### src/rtl/fpu_ctrl_pkg.sv
// Shared FPU control definitions: sequencer state encoding, op-bit indices and default latencies.
package fpu_ctrl_pkg;

    typedef enum logic [1:0] {
        ST_IDLE = 2'd0,
        ST_EXEC = 2'd1,
        ST_RESP = 2'd2
    } fpu_state_e;

    localparam int unsigned OP_MODE = 0;
    localparam int unsigned OP_ADD  = 1;
    localparam int unsigned OP_MUL  = 2;
    localparam int unsigned OP_DIV  = 3;
    localparam int unsigned OP_CMP  = 4;

    localparam int unsigned OPCODE_W_DEF = 5;
    localparam int unsigned LAT_ADD_DEF  = 3;
    localparam int unsigned LAT_MUL_DEF  = 4;
    localparam int unsigned LAT_DIV_DEF  = 12;
    localparam int unsigned LAT_CMP_DEF  = 1;
    localparam int unsigned CNT_W_DEF    = 4;

endpackage

### src/rtl/fpu_op_decode.sv
// Combinational opcode decode: legality (exactly one op-select bit) and execute latency.
// Takes only the op-select field; the mode bit never affects legality or latency.
module fpu_op_decode
    import fpu_ctrl_pkg::*;
#(
    parameter int unsigned OPCODE_W = OPCODE_W_DEF,
    parameter int unsigned LAT_ADD  = LAT_ADD_DEF,
    parameter int unsigned LAT_MUL  = LAT_MUL_DEF,
    parameter int unsigned LAT_DIV  = LAT_DIV_DEF,
    parameter int unsigned LAT_CMP  = LAT_CMP_DEF,
    parameter int unsigned CNT_W    = CNT_W_DEF
) (
    input  logic [OPCODE_W-1:1] op_sel,
    output logic                legal,
    output logic [CNT_W-1:0]    latency
);

    // Compare and any op bit above it share the compare latency.
    always_comb begin
        legal   = $onehot(op_sel);
        latency = CNT_W'(LAT_CMP);
        if (op_sel[OP_ADD]) begin
            latency = CNT_W'(LAT_ADD);
        end else if (op_sel[OP_MUL]) begin
            latency = CNT_W'(LAT_MUL);
        end else if (op_sel[OP_DIV]) begin
            latency = CNT_W'(LAT_DIV);
        end
    end

endmodule

### src/rtl/fpu_op_sequencer.sv
// FPU op sequencer: accepts a command, holds a one-hot operation for its class latency, then responds.
// Optional FPU_SEQ_OPCOUNT_EN adds a wrapping 16-bit count of completed legal responses (op_count).
module fpu_op_sequencer
    import fpu_ctrl_pkg::*;
#(
    parameter int unsigned OPCODE_W = OPCODE_W_DEF,
    parameter int unsigned LAT_ADD  = LAT_ADD_DEF,
    parameter int unsigned LAT_MUL  = LAT_MUL_DEF,
    parameter int unsigned LAT_DIV  = LAT_DIV_DEF,
    parameter int unsigned LAT_CMP  = LAT_CMP_DEF,
    parameter int unsigned CNT_W    = CNT_W_DEF
) (
    input  logic                clk,
    input  logic                rst,
    input  logic                cmd_valid,
    output logic                cmd_ready,
    input  logic [OPCODE_W-1:0] cmd_opcode,
    output logic [OPCODE_W-1:0] operation,
    output logic                op_start,
    output logic                busy,
    output logic                rsp_valid,
    input  logic                rsp_ready,
    output logic                rsp_error,
    output logic [OPCODE_W-1:0] rsp_opcode
`ifdef FPU_SEQ_OPCOUNT_EN
    ,
    output logic [15:0]         op_count
`endif
);

    localparam logic [1:0] S_IDLE = ST_IDLE;
    localparam logic [1:0] S_EXEC = ST_EXEC;
    localparam logic [1:0] S_RESP = ST_RESP;

    logic [1:0]          state, state_d;
    logic [CNT_W-1:0]    cnt, cnt_d;
    logic [OPCODE_W-1:0] operation_d;
    logic                op_start_d;
    logic                rsp_valid_d;
    logic                rsp_error_d;
    logic [OPCODE_W-1:0] rsp_opcode_d;
    logic                dec_legal;
    logic [CNT_W-1:0]    dec_latency;
`ifdef FPU_SEQ_OPCOUNT_EN
    logic [15:0]         op_count_d;
`endif

    fpu_op_decode #(
        .OPCODE_W (OPCODE_W),
        .LAT_ADD  (LAT_ADD),
        .LAT_MUL  (LAT_MUL),
        .LAT_DIV  (LAT_DIV),
        .LAT_CMP  (LAT_CMP),
        .CNT_W    (CNT_W)
    ) u_decode (
        .op_sel  (cmd_opcode[OPCODE_W-1:1]),
        .legal   (dec_legal),
        .latency (dec_latency)
    );

    // The only unregistered output: ready in IDLE unless reset is held.
    assign cmd_ready = (state == S_IDLE) && !rst;

    // Next-state and next-output decode.
    always_comb begin
        state_d      = state;
        cnt_d        = cnt;
        operation_d  = operation;
        op_start_d   = 1'b0;
        rsp_valid_d  = rsp_valid;
        rsp_error_d  = rsp_error;
        rsp_opcode_d = rsp_opcode;
`ifdef FPU_SEQ_OPCOUNT_EN
        op_count_d   = op_count;
`endif
        case (state)
            S_IDLE: begin
                if (cmd_valid && cmd_ready) begin
                    if (dec_legal) begin
                        state_d     = S_EXEC;
                        cnt_d       = dec_latency;
                        operation_d = cmd_opcode;
                        op_start_d  = 1'b1;
                    end else begin
                        state_d      = S_RESP;
                        rsp_valid_d  = 1'b1;
                        rsp_error_d  = 1'b1;
                        rsp_opcode_d = cmd_opcode;
                    end
                end
            end
            S_EXEC: begin
                cnt_d = cnt - CNT_W'(1);
                if (cnt == CNT_W'(1)) begin
                    state_d      = S_RESP;
                    operation_d  = '0;
                    rsp_valid_d  = 1'b1;
                    rsp_error_d  = 1'b0;
                    rsp_opcode_d = operation;
                end
            end
            S_RESP: begin
                if (rsp_ready) begin
                    state_d      = S_IDLE;
                    rsp_valid_d  = 1'b0;
                    rsp_error_d  = 1'b0;
                    rsp_opcode_d = '0;
`ifdef FPU_SEQ_OPCOUNT_EN
                    if (!rsp_error) begin
                        op_count_d = op_count + 16'd1;
                    end
`endif
                end
            end
            default: begin
                state_d     = S_IDLE;
                operation_d = '0;
                rsp_valid_d = 1'b0;
            end
        endcase
    end

    // State and output registers; reset aborts any command in flight.
    always_ff @(posedge clk) begin
        if (rst) begin
            state      <= S_IDLE;
            cnt        <= '0;
            operation  <= '0;
            op_start   <= 1'b0;
            busy       <= 1'b0;
            rsp_valid  <= 1'b0;
            rsp_error  <= 1'b0;
            rsp_opcode <= '0;
`ifdef FPU_SEQ_OPCOUNT_EN
            op_count   <= 16'd0;
`endif
        end else begin
            state      <= state_d;
            cnt        <= cnt_d;
            operation  <= operation_d;
            op_start   <= op_start_d;
            busy       <= (state_d != S_IDLE);
            rsp_valid  <= rsp_valid_d;
            rsp_error  <= rsp_error_d;
            rsp_opcode <= rsp_opcode_d;
`ifdef FPU_SEQ_OPCOUNT_EN
            op_count   <= op_count_d;
`endif
        end
    end

endmodule
### config.mk
export PLATFORM = sky130hd
export DESIGN_NAME = fpu_op_sequencer
export DESIGN_NICKNAME = d
export VERILOG_FILES = /design/src/rtl/fpu_ctrl_pkg.sv /design/src/rtl/fpu_op_decode.sv /design/src/rtl/fpu_op_sequencer.sv
export SDC_FILE = /design/constraint.sdc
export NUM_CORES = 1
export LEC_CHECK = 0
export ABC_AREA = 1
export CORE_MARGIN = 1
export CORE_UTILIZATION = 54
export CTS_CLUSTER_SIZE = 12
export DETAILED_ROUTE_END_ITERATION = 10
export DONT_BUFFER_PORTS = 1
export HOLD_SLACK_MARGIN = 0.08
export PLACE_DENSITY = 0.75
export SLEW_MARGIN = 20
export SYNTH_ARGS = -nofsm -noshare
export SYNTH_HDL_FRONTEND = slang
export SYNTH_SLANG_ARGS = --single-unit
### constraint.sdc
create_clock -name clk -period 2.45 [get_ports clk]
set_input_delay 0.245 -clock clk [delete_from_list [all_inputs] [get_ports clk]]
set_output_delay 0.245 -clock clk [all_outputs]
set_load 0.02 [all_outputs]
==> results.ini, run 1 <==
[grt]
antenna_found_initial = 0
grt_pass1_wl_um = 4590
groute.usage.overall = 0.241
grt_pass1_vias = 1044
grt_max_degree = 14
overflow = 0

[flow_run]
drv_cap = 0

[cells_and_area]
final_cells = 202
nNetsFinal = 194
fillCellCount = 221
drive_gt1_frac = 0.126
design_area_um2 = 1300
area_delta_synth_final_pct = 4.42
multi_input_area_um2 = 683
fin_util = 0.593
seqCellArea_um2 = 400
antenna_cells = 0

[timing]
fin_worst_skew_ns = 0.00207
drv_slew = 0
setup_tns_ns = 0
slew_headroom = 0.710
finalCriticalPeriod_ns = 1.90
grt_setup_unrepaired = no
post-route-period-util = 0.774
worst_pin_slew_ns = 0.435
hold_viol = 0
setup_viol = 0
holdWs_ns = 0.103
fmax_mhz = 527

[synthesis]
synth_common_cells = 26 x inv_1, 26 x nand2_1, 20 x dfxtp_1, 19 x nor2_1, 18 x nand3_1
synth_nets = 194
synthFlopType = dfxtp_1
synth-edff-count = 0
syn_inst = 175
synthArstFlopShare = 0
yosysWarnings = 0
synthTopCellsByArea = dfxtp_1 32%, ha_1 9.0%, inv_1 7.8%
synth_top_area_cell = dfxtp_1
ys_ff_latch = 20
synth_area_um2 = 1240
synth_cell_types = 23
syn_area_per_cell_um2 = 7.11
yosysSeqAreaShare = 0.322
netlist.area_leader.share = 0.322

[detailed_routing]
wl_per_cell_um = 12.3
routed_wl_um = 2480
dr.pass1.iters = 4
drc = 0
ant_nets = 0
drtIter0Drc = 21
vias = 1071
via_per_inst = 5.30

[outcome]
status = completed

[die]
start_util = 0.568
die_height_um = 50.0
die_w_um = 50.0
core-area_um2 = 2190
io_pins = 24
dieArea_um2 = 2500
num_rows = 17

[worst_hold_path]
hold_path.class = primary input to flip-flop
worstHoldStart = rst

[clock_network]
cts_setup_buffers = 0
cts-htree-levels = 1
root_buffer = clkbuf_4
path_clk_slew_ns = 0.11
cts.sinks = 20
tritoncts = done
clk_latency_ns = 0.30
cts_buffer_depth = 2
cts_buffers = 3

[setup_path]
arrival_ns = 2.15
end_kind = flip-flop
reg2reg_from = state[1]
worst_setup_path_start_kind = flip-flop
crit_type = flip-flop to flip-flop
required_ns = 2.70
cp_slowest_stage_delay_ns = 0.44
cp-startpoint = state[1]
crit_fanout = 11
slowest_stage = ha_1
worstPathCellList = inv_1, ha_1, inv_1, nor2_4, nand2_1, nor2_2, nor2_1, nor2_1, o21ai_1, nand2_1

[place]
globalplace.congestion = 0.884
post_dp_cell_area_um2 = 1230
hpwl_um = 1920
place_inst = 196
port_buffers = 0

[pwr]
vdd_drop_max_mv = 0.429
cellPowerDensity_nw_per_um2 = 777
leakage_uw = 0.000605

-- routing by layer --
layer / up-vias / global-route usage / share of wire
met3: 6 / 0.0741 / 0.060
met4: 0 / 0.100 / 0.020
li1: 556 / - / -
met2: 24 / 0.400 / 0.48
met1: 485 / 0.283 / 0.44
met5: - / 0 / 0
-- area by class of cell --
type	count	area share
multi-input cells	119	0.526
flip-flops and latches	20	0.308
inverters	29	0.0837
well taps	28	0.0269
clock inverters	1	0.0231
clock buffers	3	0.0173
repair buffers	2	0.0154
-- state kept, by name (all words and copies together) (netlist names) --
| signal | count |
|---|---|
| op_start | 1 |
| rsp_error | 1 |
| operation | 5 |
| rsp_opcode | 5 |
| cnt | 4 |
| rsp_valid | 1 |
| state | 2 |
| busy | 1 |
-- kinds of logic after synthesis --
group           count (synthesis)  synth area share
fa+ha+maj                      10             0.107
flops                          20             0.322
simple gates                   78             0.295
compound gates                 30             0.140
buf+inv                        36             0.130
xor+xnor                        1           0.00704
-- through the flow --
step	total power [uW]	setup WS [ns]
6_report	1010	0.553
3_5_place_dp	748	0.394
4_1_cts	1020	0.530
5_1_grt	1090	0.294
3_3_place_gp	739	0.425
2_1_floorplan	709	0.554
-- placed cells by master, fill, tap and decap left out --
master,n
a21oi_1,8
a21oi_2,4
bufinv_16,1
clkbuf_4,3
dfxtp_1,20
dlygate4sd3_1,2
fa_1,1
ha_1,9
inv_1,26
inv_2,3
nand2_1,26
nand2_2,6
nand3_1,18
nand4_1,5
nor2_1,19
nor2_2,1
nor2_4,3
o211ai_1,1
o21a_1,1
o21ai_0,10
o21ai_1,5
o21ai_2,1
xor2_1,1
-- critical path: cells and delay by family (launching register included) --
kind	cells	cell delay (ns)
AOI/OAI and AO/OA	1	0.09
buffers and inverters	2	0.25
adders and majority gates	1	0.44
and+or+nand+nor	6	0.72
DFF	1	0.35
-- final timing paths --
check	to	slack, ns	cells past startpoint
worst min register to register	cnt[1]	0.50	2
worst max register to register	busy	0.55	10
worst max-delay path	busy	0.55	10
worst min-delay path	rsp_valid	0.10	2
-- what timing repair did --
action | in CTS | in global routing
resized for setup | 0 | 0
hold buffers | 2 | 0
hold endpoints to repair | 5 | 0
-- power breakdown --
part	total (uW)	internal (uW)	switching (uW)
combinational	296	108	188
sequential	448	374	74.2
clock	266	165	101
total	1010	647	363
No activity file was read; power rests on OpenSTA's default activity.
==> inputs of run 2 (changes only) <==
- clock period: 2.45 -> 1.8 ns (I/O delays scaled with it)
==> run 2 against run 1 <==
Hold slack improved by 0.00080 ns. Utilization rose by 6.7 points. Routed wire length rose by 7.2%. Sequential share of layout area fell by 3.1 points. Design area rose by 11%. Clock skew rose by 0.0055 ns. Combinational power rose by 61%. Non-clock buffer count rose by 12. Via count rose by 7.3%. Critical path type unchanged. Largest cell class unchanged.
==> results.ini, run 2 (synthesized netlist as in run 1, its figures left out) <==
[die]
dieArea_um2 = 2500  ; unchanged
io_pins = 24  ; unchanged
start_util = 0.568  ; unchanged
core-area_um2 = 2190  ; unchanged
die_w_um = 50.0  ; unchanged
die_height_um = 50.0  ; unchanged
num_rows = 17  ; unchanged

[cells_and_area]
drive_gt1_frac = 0.194  ; +0.0671
mostFrequentLayoutCell = inv_1
fillCellCount = 180  ; -19%
design_area_um2 = 1450  ; +11%
antenna_cells = 0  ; unchanged
layout_common_cells = 26 x inv_1, 25 x nand2_1, 20 x dfxtp_1
nNetsFinal = 206  ; +6.2%
area_delta_synth_final_pct = 16.3
reg_top3 = operation (5), rsp_opcode (5), cnt (4)
final_cells = 214  ; +5.9%

[timing]
hold_viol = 0  ; unchanged
finalCriticalPeriod_ns = 1.67  ; -0.230 ns
drv_slew = 0  ; unchanged
fmax_mhz = 600  ; +14%
fin_worst_skew_ns = 0.00760  ; +0.00553 ns
slew_headroom = 0.695  ; -0.0151
post-route-period-util = 0.926  ; +0.152
setup_viol = 0  ; unchanged
holdWs_ns = 0.104  ; +0.000795 ns
worst_pin_slew_ns = 0.457  ; +0.0221 ns
setup_tns_ns = 0  ; unchanged
grt_setup_unrepaired = no

[pwr]
leakage_uw = 0.000663  ; +9.6%
power_uw = 1460  ; +44%
cellPowerDensity_nw_per_um2 = 1010  ; +30%
vdd_drop_max_mv = 0.749  ; +75%

[grt]
antenna_found_initial = 0  ; unchanged
grt_pass1_vias = 1076  ; +3.1%
grt_pass1_wl_um = 4560  ; -0.61%
groute.usage.overall = 0.239  ; -0.00162
grt_max_degree = 14  ; unchanged
overflow = 0  ; unchanged

[clock_network]
cts.sinks = 20  ; unchanged
post_cts_resized = 0  ; unchanged
clk_latency_ns = 0.30  ; about the same
root_buffer = clkbuf_4
cts_buffers = 3  ; unchanged
path_clk_slew_ns = 0.12  ; about the same
cts_buffer_depth = 2  ; unchanged
tritoncts = done
cts-htree-levels = 1  ; unchanged

[place]
place_inst = 203  ; +3.6%
globalplace.congestion = 0.899  ; +1.7%
port_buffers = 0  ; unchanged
hpwl_um = 2040  ; +6.3%
post_dp_cell_area_um2 = 1330  ; +8.0%

[setup_path]
required_ns = 1.99  ; -0.71 ns
end_kind = flip-flop
worst_setup_path_start_kind = flip-flop
crit_type = flip-flop to flip-flop
crit_fanout = 10  ; -1
ff2ff_setup_slack_ns = 0.13  ; -0.42 ns
arrival_ns = 1.86  ; -0.29 ns

[worst_hold_path]
hold_path.class = primary input to flip-flop

[detailed_routing]
vias = 1149  ; +7.3%
routed_wl_um = 2660  ; +7.2%
ant_nets = 0  ; unchanged
via_per_inst = 5.37  ; +1.3%
dr.pass1.iters = 4  ; unchanged
wl_per_cell_um = 12.4  ; +1.2%
drc = 0  ; unchanged
drtIter0Drc = 55  ; +160%

[flow_run]
drv_cap = 0  ; unchanged

[outcome]
status = completed

## run 2: per-stage QoR
step,utilization,setup slack (ns)
2_1_floorplan,-,0.0178
3_3_place_gp,0.605,-0.0814
3_5_place_dp,0.605,-0.113
4_1_cts,0.661,0.158
5_1_grt,0.661,0.0120
6_report,0.661,0.134
## run 2: worst paths after layout
kind         cells after the start  startpoint      endpoint
max                              6    state[1]  operation[2]
min                              3         rst      state[1]
max reg2reg                      6    state[1]  operation[2]
min reg2reg                      2      cnt[1]        cnt[1]
## run 2: layer usage
layer / vias up / GRT usage / part of all wire
met4: 0 / 0.0857 / 0.012
met5: - / 0 / 0
li1: 581 / - / -
met3: 6 / 0.0710 / 0.067
met2: 52 / 0.409 / 0.49
met1: 510 / 0.278 / 0.43
## run 2: layout make-up
cell class	instances	area (um^2)	area share
clock inverter	1	30.0	0.0207
clock buffer	3	22.5	0.0156
timing repair buffer	14	123	0.0847
inverter	29	109	0.0752
multi-input combinational	119	728	0.503
sequential	20	400	0.277
tap	28	35.0	0.0242
## run 2: power breakdown
part           internal, uW  switching [uW]  total (uW)
sequential              509             101         610
combinational           198             280         478
clock                   225             144         369
total                   932             525        1460
## run 2: worst max-delay path: stages, from the launching register on
cell	delay, ns
dfxtp_1	0.39
inv_1	0.10
ha_1	0.33
a21oi_1	0.38
nand2_2	0.19
nand2_1	0.10
a21oi_1	0.07
## run 2: what timing repair did
| item | in CTS | in global routing |
|---|---|---|
| hold endpoints to repair | 8 | 0 |
| hold buffers | 7 | 0 |
| buffers inserted | 0 | 0 |
==> inputs of run 3 (changes only) <==
- ABC_AREA: 1 -> unset
- CORE_UTILIZATION: 54 -> 40
- PLACE_DENSITY: 0.75 -> 0.6
==> run 3 against run 2 <==
The flow now finishes with violations (DRC, hold timing). Worst setup slack got worse by 0.093 ns. Critical endpoint is now cnt[1]. Sequential cell count did not move. Final cell count fell by 14%. Sequential share of layout area fell by 1.2 points.
==> results.ini, run 3 <==
[detailed_routing]
dr.pass1.iters = 7  ; +3
via_per_inst = 5.99  ; +12%
drc = 6  ; +6
drtIter0Drc = 23  ; -58%
wl_per_cell_um = 16.8  ; +35%
ant_nets = 0  ; unchanged
vias = 1109  ; -3.5%
routed_wl_um = 3100  ; +17%

[timing]
setup_viol = 0  ; unchanged
setup_ws_ns = 0.0411  ; -0.0927 ns
holdWs_ns = -0.0816  ; -0.185 ns
slew_headroom = 0.729  ; +0.0341
drv_slew = 0  ; unchanged
grt_setup_unrepaired = no
fin_worst_skew_ns = 0.00310  ; -0.00450 ns
fmax_mhz = 569  ; -5.3%
hold_viol = 15  ; +15
finalCriticalPeriod_ns = 1.76  ; +0.0927 ns
post-route-period-util = 0.977  ; +0.0515
worst_pin_slew_ns = 0.405  ; -0.0514 ns

[worst_hold_path]
whs_path_depth = 1  ; -2
worstHoldStart = rst
hold_path.class = primary input to flip-flop
whs_endpoint = cnt[1]

[setup_path]
required_ns = 2.04  ; +0.05 ns
cp_num_buf_inv = 0  ; -1
reg2reg_depth = 7  ; +1
slowest_stage = fa_2
regToRegEndpoint = rsp_opcode[2]
reg2reg_from = cnt[1]
crit_top_cell = ha_4
crit_fanout = 6  ; -4
ff2ff_setup_slack_ns = 0.08  ; -0.05 ns
end_kind = flip-flop
worst_setup_path_start_kind = primary input
path_delay_family = adder cells
crit_cells = 7  ; +1
cp_slowest_stage_delay_ns = 0.47  ; +0.08 ns
worstPathCellList = ha_4, ha_4, fa_2, nor3b_4, a31oi_4, a211o_1, a21oi_1
crit_type = primary input to flip-flop
arrival_ns = 2.00  ; +0.14 ns

[cells_and_area]
mostFrequentLayoutCell = dfxtp_1
reg_top3 = operation (5), rsp_opcode (5), cnt (4)
final_cells = 185  ; -14%
antenna_cells = 0  ; unchanged
layout_common_cells = 19 x dfxtp_1, 17 x buf_4, 11 x o21ai_0
area_delta_synth_final_pct = 27.1
design_area_um2 = 1520  ; +5.0%
drive_gt1_frac = 0.273  ; +0.0792
fillCellCount = 273  ; +52%
nNetsFinal = 174  ; -16%

[die]
io_pins = 24  ; unchanged
dieArea_um2 = 3210  ; +28%
die_height_um = 56.7  ; +13%
die_w_um = 56.7  ; +13%
core-area_um2 = 2810  ; +28%
num_rows = 19  ; +2
start_util = 0.426  ; -0.142

[outcome]
violations = DRC, hold timing
status = finished with violations

[synthesis]
synth_top_area_cell = dfxtp_1
syn_inst = 137  ; -22%
synth_area_um2 = 1200  ; -3.9%
synthArstFlopShare = 0  ; unchanged
synthTopCellsByArea = dfxtp_1 33%, ha_1 9.4%, o21ai_0 4.6%
synth_nets = 156  ; -20%
netlist.area_leader.share = 0.335  ; +0.0131
synth-edff-count = 0  ; unchanged
yosysSeqAreaShare = 0.335  ; +0.0131
syn_area_per_cell_um2 = 8.73  ; +23%
synth_cell_types = 39  ; +70%
synthFlopType = dfxtp_1
synth_most_common_cell = dfxtp_1
synth_common_cells = 20 x dfxtp_1, 11 x o21ai_0, 10 x a21oi_1, 9 x ha_1
ys_ff_latch = 20  ; unchanged
yosysWarnings = 0  ; unchanged

[place]
post_dp_cell_area_um2 = 1380  ; +4.3%
globalplace.congestion = 0.787  ; -12%
place_inst = 178  ; -12%
dp_slack_ns = -0.397  ; -0.283 ns
hpwl_um = 2330  ; +14%
port_buffers = 0  ; unchanged

[grt]
overflow = 0  ; unchanged
antenna_found_initial = 0  ; unchanged
grt_pass1_vias = 1043  ; -3.1%
grt_pass1_wl_um = 5030  ; +10%
groute.usage.overall = 0.201  ; -0.0382
grt_max_degree = 21  ; +7

[clock_network]
cts_buffer_depth = 2  ; unchanged
hold_buffers = 3  ; -4
tritoncts = done
cts_buffers = 3  ; unchanged
path_clk_slew_ns = 0.12  ; about the same
cts_setup_buffers = 0  ; unchanged
cts.sinks = 20  ; unchanged
clk_latency_ns = 0.31  ; about the same
root_buffer = clkbuf_4
cts-htree-levels = 1  ; unchanged

[pwr]
vdd_drop_max_mv = 0.486  ; -35%
cellPowerDensity_nw_per_um2 = 968  ; -3.9%
leakage_uw = 0.000559  ; -16%

[flow_run]
drv_cap = 0  ; unchanged

run 3: kinds of logic after synthesis:
logic type | after synthesis | share of synthesized area
AO/OA/AOI/OAI | 50 | 0.287
AND/OR/NAND/NOR | 42 | 0.212
buffers and inverters | 15 | 0.0554
flip-flops | 20 | 0.335
adder cells (fa/ha/maj) | 10 | 0.111
run 3: area by class of cell:
type,instances,area [um^2],share of cell area
clock inverter,1,30.0,0.0198
tap,31,38.8,0.0255
sequential,20,402,0.264
inverter,7,26.3,0.0173
multi-input combinational,102,832,0.547
clock buffer,3,22.5,0.0148
timing repair buffer,21,169,0.111
run 3: metrics by stage:
stage | setup TNS (ns) | total power, uW | utilization
2_1_floorplan | -3.10 | 923 | -
3_3_place_gp | -4.33 | 1050 | 0.493
3_5_place_dp | -5.35 | 1050 | 0.493
4_1_cts | -0.0116 | 1430 | 0.525
5_1_grt | 0 | 1550 | 0.542
6_report | 0 | 1470 | 0.542
run 3: power breakdown:
| part | total, uW | internal [uW] | switching, uW |
|---|---|---|---|
| clock | 374 | 225 | 148 |
| sequential | 600 | 499 | 101 |
| combinational | 497 | 248 | 249 |
| total | 1470 | 973 | 498 |
run 3: metal layers:
layer | wire length (um) | up-vias | track usage | share of wire
li1 | - | 546 | - | -
met1 | 1500 | 534 | 0.285 | 0.48
met2 | 1410 | 24 | 0.299 | 0.45
met3 | 152 | 5 | 0.0392 | 0.049
met4 | 42 | 0 | 0.0750 | 0.014
met5 | 0 | - | 0 | 0
run 3: worst max-delay path by stage:
stage	start	end	slack, ns
2_1_floorplan	cmd_opcode[3]	rsp_opcode[0]	-0.27
3_3_place_gp	cmd_opcode[3]	cnt[1]	-0.29
3_5_place_dp	cmd_opcode[3]	cnt[1]	-0.40
4_1_cts	cmd_opcode[3]	cnt[1]	-0.01
5_1_grt	cmd_opcode[1]	cnt[1]	0.004
6_report	cmd_opcode[3]	cnt[1]	0.04
run 3: repair_timing:
action / in CTS / in global routing
endpoints found under the hold margin: 18 / 15
gates resized for setup: 1 / 12
pin swaps: 0 / 2
setup endpoints to repair: 2 / 8
